`src/rtl/oc8051_tc_seq.sv`:
```
// ---------------------------------------------------------------------------
// oc8051_tc_seq
//
// Timer/counter configuration sequencer. A start command takes a snapshot of
// TMOD/TH0/TL0/TH1/TL1 and an enable mask. The sequencer then writes each
// enabled register through the timer/counter SFR write port in a fixed order:
// TMOD, TH0, TL0, TH1, TL1. CPU SFR writes always win the shared port and
// stall the sequencer. When the sequence finishes, the block pulses done for
// one cycle. It can also request the TR0/TR1 run bits.
//
// Parameters:
//   AUTO_RUN     1: tr0_set/tr1_set pulse on completion per cfg_run
//
// Ports:
//   clk, rst     clock, asynchronous active-low reset
//   cpu_wr       CPU SFR write strobe
//   cpu_wr_bit   CPU bit-write qualifier
//   cpu_wr_addr  CPU SFR write address
//   cpu_data_in  CPU SFR write data
//   cfg_start    start request (accepted only while idle)
//   cfg_mask     per-register enable [0]TMOD [1]TH0 [2]TL0 [3]TH1 [4]TL1
//   cfg_tmod..cfg_tl1  values to load
//   cfg_run      [0]/[1] request tr0/tr1 set on completion
//   wr, wr_bit, wr_addr, data_in  write port to the timer/counter block
//   busy         sequence in progress
//   done         one-cycle completion pulse
//   tr0_set, tr1_set  one-cycle run-bit set requests
// ---------------------------------------------------------------------------
`timescale 1ns/1ps

module oc8051_tc_seq #(
  parameter bit AUTO_RUN = 1'b1
) (
  input  logic       clk,
  input  logic       rst,
  input  logic       cpu_wr,
  input  logic       cpu_wr_bit,
  input  logic [7:0] cpu_wr_addr,
  input  logic [7:0] cpu_data_in,
  input  logic       cfg_start,
  input  logic [4:0] cfg_mask,
  input  logic [7:0] cfg_tmod,
  input  logic [7:0] cfg_th0,
  input  logic [7:0] cfg_tl0,
  input  logic [7:0] cfg_th1,
  input  logic [7:0] cfg_tl1,
  input  logic [1:0] cfg_run,
  output logic       wr,
  output logic       wr_bit,
  output logic [7:0] wr_addr,
  output logic [7:0] data_in,
  output logic       busy,
  output logic       done,
  output logic       tr0_set,
  output logic       tr1_set
);

  localparam logic [7:0] ADDR_TMOD = 8'h89;
  localparam logic [7:0] ADDR_TL0  = 8'h8A;
  localparam logic [7:0] ADDR_TL1  = 8'h8B;
  localparam logic [7:0] ADDR_TH0  = 8'h8C;
  localparam logic [7:0] ADDR_TH1  = 8'h8D;

  typedef enum logic [2:0] {
    IDLE,
    S_TMOD,
    S_TH0,
    S_TL0,
    S_TH1,
    S_TL1,
    DONE
  } state_t;

  state_t     state;
  logic [4:0] mask_q;
  logic [7:0] tmod_q;
  logic [7:0] th0_q;
  logic [7:0] tl0_q;
  logic [7:0] th1_q;
  logic [7:0] tl1_q;
  logic [1:0] run_q;

  logic       step_en;
  logic [7:0] step_addr;
  logic [7:0] step_data;
  logic       advance;

  // Decode the register handled by the current step and whether it is enabled.
  always_comb begin
    step_en   = 1'b0;
    step_addr = 8'h00;
    step_data = 8'h00;
    case (state)
      S_TMOD: begin step_en = mask_q[0]; step_addr = ADDR_TMOD; step_data = tmod_q; end
      S_TH0:  begin step_en = mask_q[1]; step_addr = ADDR_TH0;  step_data = th0_q;  end
      S_TL0:  begin step_en = mask_q[2]; step_addr = ADDR_TL0;  step_data = tl0_q;  end
      S_TH1:  begin step_en = mask_q[3]; step_addr = ADDR_TH1;  step_data = th1_q;  end
      S_TL1:  begin step_en = mask_q[4]; step_addr = ADDR_TL1;  step_data = tl1_q;  end
      default: ;
    endcase
  end

  // A disabled step never waits. An enabled step waits only while the CPU owns the port.
  assign advance = !(step_en && cpu_wr);

  // Port mux: the CPU has absolute priority and passes through unchanged.
  always_comb begin
    wr      = 1'b0;
    wr_bit  = 1'b0;
    wr_addr = 8'h00;
    data_in = 8'h00;
    if (cpu_wr) begin
      wr      = 1'b1;
      wr_bit  = cpu_wr_bit;
      wr_addr = cpu_wr_addr;
      data_in = cpu_data_in;
    end else if (step_en) begin
      wr      = 1'b1;
      wr_addr = step_addr;
      data_in = step_data;
    end
  end

  // Sequencer FSM. busy/done/tr*_set are registered alongside the state.
  always_ff @(posedge clk or negedge rst) begin
    if (!rst) begin
      state   <= IDLE;
      mask_q  <= 5'h00;
      tmod_q  <= 8'h00;
      th0_q   <= 8'h00;
      tl0_q   <= 8'h00;
      th1_q   <= 8'h00;
      tl1_q   <= 8'h00;
      run_q   <= 2'b00;
      busy    <= 1'b0;
      done    <= 1'b0;
      tr0_set <= 1'b0;
      tr1_set <= 1'b0;
    end else begin
      done    <= 1'b0;
      tr0_set <= 1'b0;
      tr1_set <= 1'b0;
      case (state)
        IDLE: begin
          if (cfg_start) begin
            mask_q <= cfg_mask;
            tmod_q <= cfg_tmod;
            th0_q  <= cfg_th0;
            tl0_q  <= cfg_tl0;
            th1_q  <= cfg_th1;
            tl1_q  <= cfg_tl1;
            run_q  <= cfg_run;
            state  <= S_TMOD;
            busy   <= 1'b1;
          end
        end
        S_TMOD: if (advance) state <= S_TH0;
        S_TH0:  if (advance) state <= S_TL0;
        S_TL0:  if (advance) state <= S_TH1;
        S_TH1:  if (advance) state <= S_TL1;
        S_TL1: begin
          if (advance) begin
            state   <= DONE;
            done    <= 1'b1;
            tr0_set <= AUTO_RUN & run_q[0];
            tr1_set <= AUTO_RUN & run_q[1];
          end
        end
        DONE: begin
          state <= IDLE;
          busy  <= 1'b0;
        end
        default: begin
          state <= IDLE;
          busy  <= 1'b0;
        end
      endcase
    end
  end

endmodule

```
`config.mk`:
```
export PLATFORM = sky130hd
export DESIGN_NAME = oc8051_tc_seq
export DESIGN_NICKNAME = d
export VERILOG_FILES = /design/src/rtl/oc8051_tc_seq.sv
export SDC_FILE = /design/constraint.sdc
export NUM_CORES = 1
export LEC_CHECK = 0
export BUFFER_PORTS_ARGS = -buffer_cell sky130_fd_sc_hd__buf_4
export CAP_MARGIN = 30
export CORE_MARGIN = 2
export CORE_UTILIZATION = 45
export CTS_CLUSTER_SIZE = 28
export DETAILED_ROUTE_END_ITERATION = 8
export PLACE_DENSITY = 0.81
export SLEW_MARGIN = 20
export SYNTH_ARGS = -nofsm -noshare
export SYNTH_HDL_FRONTEND = slang
export SYNTH_SLANG_ARGS = --single-unit
export TNS_END_PERCENT = 30
```
`constraint.sdc`:
```
create_clock -name clk -period 2.25 [get_ports clk]
set_input_delay 0.45 -clock clk [delete_from_list [all_inputs] [get_ports clk]]
set_output_delay 0.45 -clock clk [all_outputs]
set_load 0.01 [all_outputs]
```
==> metrics.txt, run 1 <==
status complete, but fails checks; failing checks negative setup slack; Worst Setup Start Kind register; Post-DRT Antenna Nets 0; fraction of layout cells with a size suffix above 1 54.8%; dominant cell type by area after synthesis dfrtp_1; total global routing overflow 0; first-pass GRT wire length 10.1 mm; Clock Sinks 54; Worst-Skew Late Latency about 0.31 ns; n_diodes 0; Yosys cell types 34; die area 6610 um^2; Worst EP arrival approximately 1.9 ns; final worst path period need 2.34 ns; Nets 388; # Max-Cap Violations 0; Post-Layout Cell Count 396; Finished Cell Area 3670 um^2; DRC Markers 0; largest net degree at the start of global routing 55; critical register-to-register path endpoint th0_q[4]; Leak 1.73 nW; WHS 0.169 ns; share of the synthesized area in the top cell type 50.2%; final worst-path setup slack -0.0851 ns; post-placement cell count 383; Worst path slowest cell dfrtp_2; Critical Path Fanout Max 6; Max VDD drop 0.000734 V; WP data required about 1.8 ns; FFs w/ async S/R, synth 100%; vias in the first global route ~2100; clk_skew about 0.0085 ns; Syn Nets 293; GRT Total Usage 20.7%; Seq/Total Area, Yosys 50.2%; final hold violation count 0; Max transition margin 54.4%; core footprint 5850 um^2; CTS root buf clkbuf_8; die width 81.3 um; clock tree buffer depth 2; RSZ-0062 raised after global routing true; Post-Route WL around 6.8 mm; Final setup viols 10; Util after Layout 62.7%; Clock Pin Slew Worst Setup and Hold Paths approximately 0.090 ns; Post-synth EDFFs 0; Die Y 81.3 um; hold bufs inserted after CTS 0; CTS tree done; period utilization 104%; Crit Reg-Reg Startpoint state[0]; FP Rows 28; depth of the CTS H-tree 2; Worst Setup End Kind output pin; min-delay worst type primary input to async pin; setup tns final -0.558 ns; fill count 478; drt first pass iters 5; flip-flop and latch area 1350 um^2; FF+latch count, synth 54; achievable frequency 428 MHz; 1st-iter DRT viols 121; worst-path cell chain mux2_4, nand2_4, or3b_4, a21boi_1, buf_4; Avg WL per Cell 17.1 um; kind of critical path register to output pin; Initial Util a little under half; top_reg_cell synth dfrtp_1; dpl hpwl roughly 4.7 mm; Cells after Synth 225; initial antenna violation count 0; Syn. warnings 0; PortBufs 89; reg2reg path depth 6; Worst-Margin Slew 0.684 ns; most area-consuming cells after synthesis dfrtp_1, mux2_2, mux2i_1; io pins 90; Overall Power between 4 and 5 mW; multi-input logic area roughly 1300 um^2; routability congestion estimate 0.854; vias 2124; DP Area 3440 um^2; max incr delay on CP 0.45 ns; syn avg cell area around 12 um^2; DP Worst Slack 0.0175 ns; Power Dens Cells 1270 nW/um^2; via/cell ratio 5.36; CTS buffer count 5; Slew Limit Fails 0; Mapped Area roughly 2700 um^2; flop-to-flop setup slack 0.39 ns; Syn-to-layout area delta 36.4%
## critical path: cells and delay by family, from the launching register on
family	cells	cell delay, ns
AND/OR/NAND/NOR	2	0.51
AO/OA/AOI/OAI	1	0.15
multiplexers	1	0.32
flip-flops	1	0.45
buffers and inverters	1	0.15
## cells in the mapped netlist, types with 3 or more instances
master / instances
dfrtp_1: 54
a22o_1: 3
mux2_2: 47
and2_1: 4
a21oi_1: 13
nor2b_1: 11
nor2_1: 4
nand3_1: 3
mux2i_1: 8
o211a_1: 8
buf_2: 7
inv_1: 3
nand2b_1: 3
buf_6: 5
a22oi_1: 8
o21ai_0: 10
clkbuf_1: 4
nand2_1: 12
## where the power goes
group	internal [mW]	leakage, nW	switching (mW)
registers	1.45	0.643	0.296
clock network	0.282	0.0544	0.304
logic	1.28	1.03	1.05
total	3.01	1.73	1.65
## layout by cell type, fill, tap and decap left out, types with 2 or more instances in the layout
master and count:
a21boi_1 2, a21oi_1 13, a22o_1 3, a22oi_1 6, a22oi_2 2, and2_1 4
buf_4 94, buf_6 8, clkbuf_8 7, dfrtp_1 52, dfrtp_2 2, inv_1 3
mux2_2 47, mux2i_1 8, nand2_1 12, nand2b_1 2, nand3_1 2, nand4bb_1 2
nor2_1 2, nor2b_1 8, nor2b_2 2, nor3_1 2, o211a_1 8, o21ai_0 9
or3b_4 2
## how the worst max path moves through the flow
stage              from         end  slack [ns]  cells after the start
2_1_floorplan  state[2]  wr_addr[3]        0.26                      6
3_3_place_gp   state[2]  wr_addr[3]        0.07                      5
3_5_place_dp   state[2]  wr_addr[3]        0.02                      5
4_1_cts        state[2]  data_in[0]        -0.1                      7
5_1_grt        state[2]  wr_addr[3]       -0.16                      5
6_report       state[2]  wr_addr[3]       -0.09                      5
## what timing repair did
item,4_1_cts,5_1_grt
buffers inserted,2,1
cloned,1,1
gates resized for setup,15,12
endpoints found under the setup margin,12,13
pin swaps,0,0
## cell type report
cell class	count	share of cell area, %
sequential	54	36.9
multi-input combinational	151	34.6
inverter	3	0.307
tap	75	2.56
clock buffer	7	2.63
clock inverter	1	0.239
timing repair buffer	105	22.8
## metal layers
| metal | part of all wire [%] | global-route usage [%] | vias up |
|---|---|---|---|
| met5 | 0 | 0 | - |
| li1 | - | - | 995 |
| met1 | 40 | 25.5 | 1031 |
| met4 | 2.8 | 8.47 | 0 |
| met3 | 7.4 | 5.11 | 17 |
| met2 | 50 | 34.8 | 81 |
## sequential cells by signal, summed over array words and instances (netlist names)
signal   count
busy         1
done         1
mask_q       5
run_q        2
state        3
th0_q        8
th1_q        8
tl0_q        8
tl1_q        8
tmod_q       8
tr0_set      1
tr1_set      1
## cell families (layout without fill, tap and decap cells)
| group | Yosys count | count (layout) | synth area share [%] |
|---|---|---|---|
| AO/OA/AOI/OAI | 50 | 50 | 12.7 |
| multiplexers | 56 | 56 | 23.2 |
| AND/OR/NAND/NOR | 44 | 45 | 9.07 |
| flip-flops | 54 | 54 | 50.2 |
| buffers and inverters | 21 | 116 | 4.79 |
No activity file was read; power rests on OpenSTA's default activity.
==> run 2, diff against run 1 <==
Settings changed: BUFFER_PORTS_ARGS -buffer_cell sky130_fd_sc_hd__buf_4 to default, CORE_UTILIZATION 45 to 50, DONT_BUFFER_PORTS from default to 1, PLACE_DENSITY 0.81 to 0.73, RECOVER_POWER from default to 25.
==> run 2 against run 1 <==
  * The run still ends with negative setup slack left
  * Clock power shrank 11%
  * Cell area decreased by 19%
  * Die area decreased by 9.5%
  * Combinational power fell by 15%
  * Setup slack gained 0.078 ns
==> metrics.txt, run 2 (synthesized netlist as in run 1, its figures left out) <==
status complete, but fails checks (unchanged); failing checks negative setup slack (unchanged); final worst-path setup slack -0.00719 ns (was -0.0851 ns); die area 5980 um^2 (was 6610 um^2); clock tree buffer depth 2 (unchanged); Clock Pin Slew Worst Setup and Hold Paths 0.10 ns (was 0.09 ns); io pins 90 (unchanged); DP Area 2770 um^2 (was 3440 um^2); achievable frequency 443 MHz (was 428 MHz); FP Rows 26 (was 28); final hold violation count 0 (unchanged); Die Y 77.4 um (was 81.3 um); Worst Setup Start Kind register (unchanged); fraction of layout cells with a size suffix above 1 37.7% (was 54.8%); post-placement cell count 290 (was 383); PortBufs 0 (was 89); Worst Setup End Kind output pin (unchanged); depth of the CTS H-tree 2 (unchanged); Max VDD drop 0.000704 V (was 0.000734 V); min-delay worst type primary input to register (was primary input to async pin); CTS root buf clkbuf_8 (unchanged); GRT Total Usage 20.0% (was 20.7%); Slew Limit Fails 0 (unchanged); DRC Markers 0 (unchanged); Worst-Margin Slew 1.31 ns (was 0.684 ns); drt first pass iters 4 (was 5); vias in the first global route 1774 (was 2078); vias 1742 (was 2124); kind of critical path register to output pin (unchanged); period utilization 100% (was 104%); Leak 1.28 nW (was 1.73 nW); Power Dens Cells 1430 nW/um^2 (was 1270 nW/um^2); 1st-iter DRT viols 62 (was 121); initial antenna violation count 0 (unchanged); dpl hpwl 4.08 mm (was 4.67 mm); die width 77.4 um (was 81.3 um); Post-Layout Cell Count 301 (was 396); Final setup viols 2 (was 10); setup tns final -0.00822 ns (was -0.558 ns); Worst-Skew Late Latency 0.30 ns (was 0.31 ns); Post-Route WL 5.79 mm (was 6.78 mm); CTS tree done (unchanged); hold endpoint done; core footprint 5140 um^2 (was 5850 um^2); clk_skew 0.0145 ns (was 0.00849 ns); Clock Sinks 54 (unchanged); WP data required 1.80 ns (about the same); Crit Reg-Reg Startpoint state[2] (was state[0]); via/cell ratio 5.79 (was 5.36); Avg WL per Cell 19.2 um (was 17.1 um); first-pass GRT wire length 9.25 mm (was 10.1 mm); Critical Path Fanout Max 6 (unchanged); Nets 300 (was 388); CTS buffer count 5 (unchanged); multi-input logic area 1290 um^2 (was 1270 um^2); fill count 448 (was 478); reg2reg path depth 6 (unchanged); n_diodes 0 (unchanged); Max transition margin 12.6% (was 54.4%); flip-flop and latch area 1360 um^2 (was 1350 um^2); Finished Cell Area 2960 um^2 (was 3670 um^2); most frequent cells in the layout dfrtp_1, mux2_2, buf_4, a21oi_1, nand2_1 (was buf_4, dfrtp_1, mux2_2, a21oi_1, nand2_1); flop-to-flop setup slack 0.29 ns (was 0.39 ns); Initial Util 52.3% (was 46.0%); Hold Path Stages 1; HP Start cpu_wr; commonest non-fill, non-tap cell in the layout dfrtp_1 (was buf_4); Post-DRT Antenna Nets 0 (unchanged); routability congestion estimate 0.836 (was 0.854); Worst EP arrival 1.81 ns (was 1.89 ns); Syn-to-layout area delta 10.0% (was 36.4%); largest net degree at the start of global routing 55 (unchanged); critical register-to-register path endpoint th0_q[0] (was th0_q[4]); final worst path period need 2.26 ns (was 2.34 ns); total global routing overflow 0 (unchanged); # Max-Cap Violations 0 (unchanged); RSZ-0062 raised after global routing true (unchanged); Overall Power 4.23 mW (was 4.66 mW)
==> run 2: how the worst max path moves through the flow <==
stage	from	end	slack (ns)	cells past startpoint
final	state[2]	data_in[6]	-0.007	4
after global routing	state[1]	data_in[6]	-0.04	4
after detailed placement	state[2]	wr_addr[7]	0.17	4
after CTS	state[2]	data_in[6]	-0.02	4
after floorplan	state[2]	wr_addr[3]	0.26	6
after global placement	state[2]	wr_addr[7]	0.22	4
==> run 2: power by group <==
part / internal (mW) / switching, mW
Sequential: 1.45 / 0.283
Combinational: 1.03 / 0.943
Clock: 0.238 / 0.286
Total: 2.72 / 1.51
==> run 2: area by class of cell <==
type / count / area share [%]
flip-flops and latches: 54 / 45.8
multi-input cells: 151 / 43.7
repair buffers: 17 / 4.35
well taps: 70 / 2.96
clock buffers: 6 / 2.79
inverters: 3 / 0.380
==> run 2: stage by stage <==
step	worst slack (ns)	hold slack, ns	util (%)
finish	-0.00719	0.214	57.6
global route	-0.0445	0.216	57.6
CTS	-0.0158	0.00720	57.3
detailed placement	0.167	0.155	53.8
global placement	0.216	0.156	53.8
floorplan	0.259	0.154	-
==> run 2: metal layers <==
layer  wire length, um  vias to the layer above  global-route usage [%]
met5                 0                        -                       0
li1                  -                      818                       -
met2              2810                       68                    32.6
met3               417                        7                    5.47
met1              2510                      849                    26.5
met4                59                        0                    5.54
==> run 2: critical path, stage by stage (launching register included) <==
cell	delay, ns
dfrtp_2	0.46
mux2_4	0.33
nand2_4	0.09
or3b_4	0.44
o211a_4	0.18
==> run 2: what timing repair did <==
item,4_1_cts,5_1_grt
setup buffers,1,2
resized for setup,13,6
endpoints found under the setup margin,11,13
endpoints found under the hold margin,54,0
pin swaps,0,2
gates cloned,1,0
hold buffers,1,0
==> run 3, diff against run 2 <==
Settings changed: PLACE_DENSITY 0.73 to default.
==> run 3 against run 2 <==
  * The flow still finishes with violations (negative setup slack)
  * Highest routed layer unchanged
  * Die area unchanged
  * Wire length increased by 6.1%
  * Via count increased by 3.4%
  * First-iteration DRC count increased by 50%
==> metrics.txt, run 3 (synthesized netlist as in run 1, its figures left out) <==
status complete, but fails checks (unchanged); failing checks negative setup slack (unchanged); FP Rows 26 (unchanged); depth of the CTS H-tree 2 (unchanged); die area 5980 um^2 (unchanged); Nets 298 (was 300); clock tree buffer depth 2 (unchanged); GRT Total Usage 20.3% (was 20.0%); core footprint 5140 um^2 (unchanged); Max transition margin 11.5% (was 12.6%); CTS root buf clkbuf_8 (unchanged); Worst Setup End Kind output pin (unchanged); first-pass GRT wire length 9.44 mm (was 9.25 mm); largest net degree at the start of global routing 55 (unchanged); drt first pass iters 4 (unchanged); dpl hpwl 4.26 mm (was 4.08 mm); worst-path cell chain mux2_4, nand2_4, or3b_4, a21boi_1 (was mux2_4, nand2_4, or3b_4, o211a_4); fraction of layout cells with a size suffix above 1 36.8% (was 37.7%); Post-Route WL 6.14 mm (was 5.79 mm); DP Area 2760 um^2 (was 2770 um^2); Post-DRT Antenna Nets 0 (unchanged); flop-to-flop setup slack 0.30 ns (was 0.29 ns); post-placement cell count 287 (was 290); initial antenna violation count 0 (unchanged); die width 77.4 um (unchanged); Util after Layout 58.3% (was 57.6%); DRC Markers 0 (unchanged); Power Dens Cells 1500 nW/um^2 (was 1430 nW/um^2); Worst Setup Start Kind register (unchanged); PortBufs 0 (unchanged); clk_skew 0.00502 ns (was 0.0145 ns); max incr delay on CP 0.47 ns (was 0.46 ns); Clock Pin Slew Worst Setup and Hold Paths 0.09 ns (was 0.10 ns); 1st-iter DRT viols 93 (was 62); total global routing overflow 0 (unchanged); Die Y 77.4 um (unchanged); fill count 453 (was 448); WP data required 1.80 ns (about the same); vias in the first global route 1822 (was 1774); via/cell ratio 5.99 (was 5.79); Worst path slowest cell dfrtp_2 (unchanged); commonest non-fill, non-tap cell in the layout dfrtp_1 (unchanged); Worst EP arrival 1.80 ns (was 1.81 ns); Syn-to-layout area delta 11.5% (was 10.0%); routability congestion estimate 0.841 (was 0.836); # Max-Cap Violations 0 (unchanged); Finished Cell Area 3000 um^2 (was 2960 um^2); final hold violation count 0 (unchanged); Worst-Margin Slew 1.33 ns (was 1.31 ns); io pins 90 (unchanged); Initial Util 52.3% (unchanged); RSZ-0062 raised after global routing true (unchanged); reg2reg path depth 6 (unchanged); DP Worst Slack 0.106 ns (was 0.167 ns); achievable frequency 443 MHz (about the same); Clock Sinks 54 (unchanged); period utilization 100% (about the same); CTS buffer count 5 (unchanged); most frequent cells in the layout dfrtp_1, mux2_2, nand2_1, buf_4 (was dfrtp_1, mux2_2, buf_4, a21oi_1, nand2_1); Crit Reg-Reg Startpoint state[2] (unchanged); WHS 0.219 ns (was 0.214 ns); Setup crit end wr_addr[7] (was data_in[6]); min-delay worst type primary input to register (unchanged); critical register-to-register path endpoint th1_q[5] (was th0_q[0]); Worst-Skew Late Latency 0.30 ns (about the same); final worst-path setup slack -0.00492 ns (was -0.00719 ns); Post-Layout Cell Count 301 (unchanged); Final setup viols 1 (was 2); vias 1802 (was 1742); kind of critical path register to output pin (unchanged); CTS tree done (unchanged); Slew Limit Fails 0 (unchanged); final worst path period need 2.25 ns (was 2.26 ns); Avg WL per Cell 20.4 um (was 19.2 um); Leak 1.30 nW (was 1.28 nW); Max VDD drop 0.000704 V (about the same); Critical Path Fanout Max 7 (was 6); n_diodes 0 (unchanged); setup tns final -0.00492 ns (was -0.00822 ns); CP startpoint state[2] (unchanged); Overall Power 4.49 mW (was 4.23 mW)
==> run 3: changes by cell type in the layout (fill, tap and decap cells not counted), moves of 2 or more <==
cell | previous run | this run
buf_4 | 15 | 11
a21oi_1 | 13 | 10
a21oi_2 | 0 | 3
bufinv_16 | 0 | 2
nor2b_2 | 2 | 0
==> run 3: final cells by class <==
| class | instances | area [um^2] | area share (%) |
|---|---|---|---|
| Timing Repair Buffer | 15 | 129 | 4.30 |
| Inverter | 3 | 11.3 | 0.375 |
| Clock inverter | 2 | 60.1 | 2.00 |
| Sequential cell | 54 | 1360 | 45.2 |
| Multi-Input combinational cell | 151 | 1270 | 42.5 |
| Clock buffer | 6 | 82.6 | 2.75 |
| Tap cell | 70 | 87.6 | 2.92 |
==> run 3: critical path, delay by kind of cell (launching register included) <==
| family | cells | cell delay, ns |
|---|---|---|
| compound gates | 1 | 0.18 |
| simple gates | 2 | 0.52 |
| mux | 1 | 0.33 |
| flops | 1 | 0.47 |
==> run 3: how the worst min path moves through the flow <==
stage	startpoint	endpoint	slack, ns	depth (start not counted)
4_1_cts	cpu_wr	done	0.20	1
3_3_place_gp	rst	th0_q[2]	0.16	0
5_1_grt	cpu_wr	tr0_set	0.20	1
6_report	cpu_wr	done	0.22	1
2_1_floorplan	rst	busy	0.15	0
3_5_place_dp	rst	th1_q[2]	0.16	0
==> run 3: timing repair <==
item,in CTS,in global routing
buffers inserted,0,2
hold endpoints to repair,54,0
setup endpoints to repair,13,13
gates resized for setup,13,6
hold buffers,2,0
cloned,1,1
pin swaps,4,1
==> run 3: report_power, final <==
group          switching, mW  total [mW]  internal [mW]
Combinational          0.963        1.96          0.997
Sequential             0.290        1.74           1.45
Clock                  0.312       0.786          0.474
==> run 3: metal layers <==
| metal | track usage (%) | part of all wire, % | up-vias |
|---|---|---|---|
| met5 | 0 | 0 | - |
| met4 | 7.50 | 1.6 | 0 |
| met3 | 5.12 | 6.3 | 13 |
| met2 | 33.9 | 51 | 85 |
| met1 | 25.6 | 41 | 890 |
| li1 | - | - | 814 |
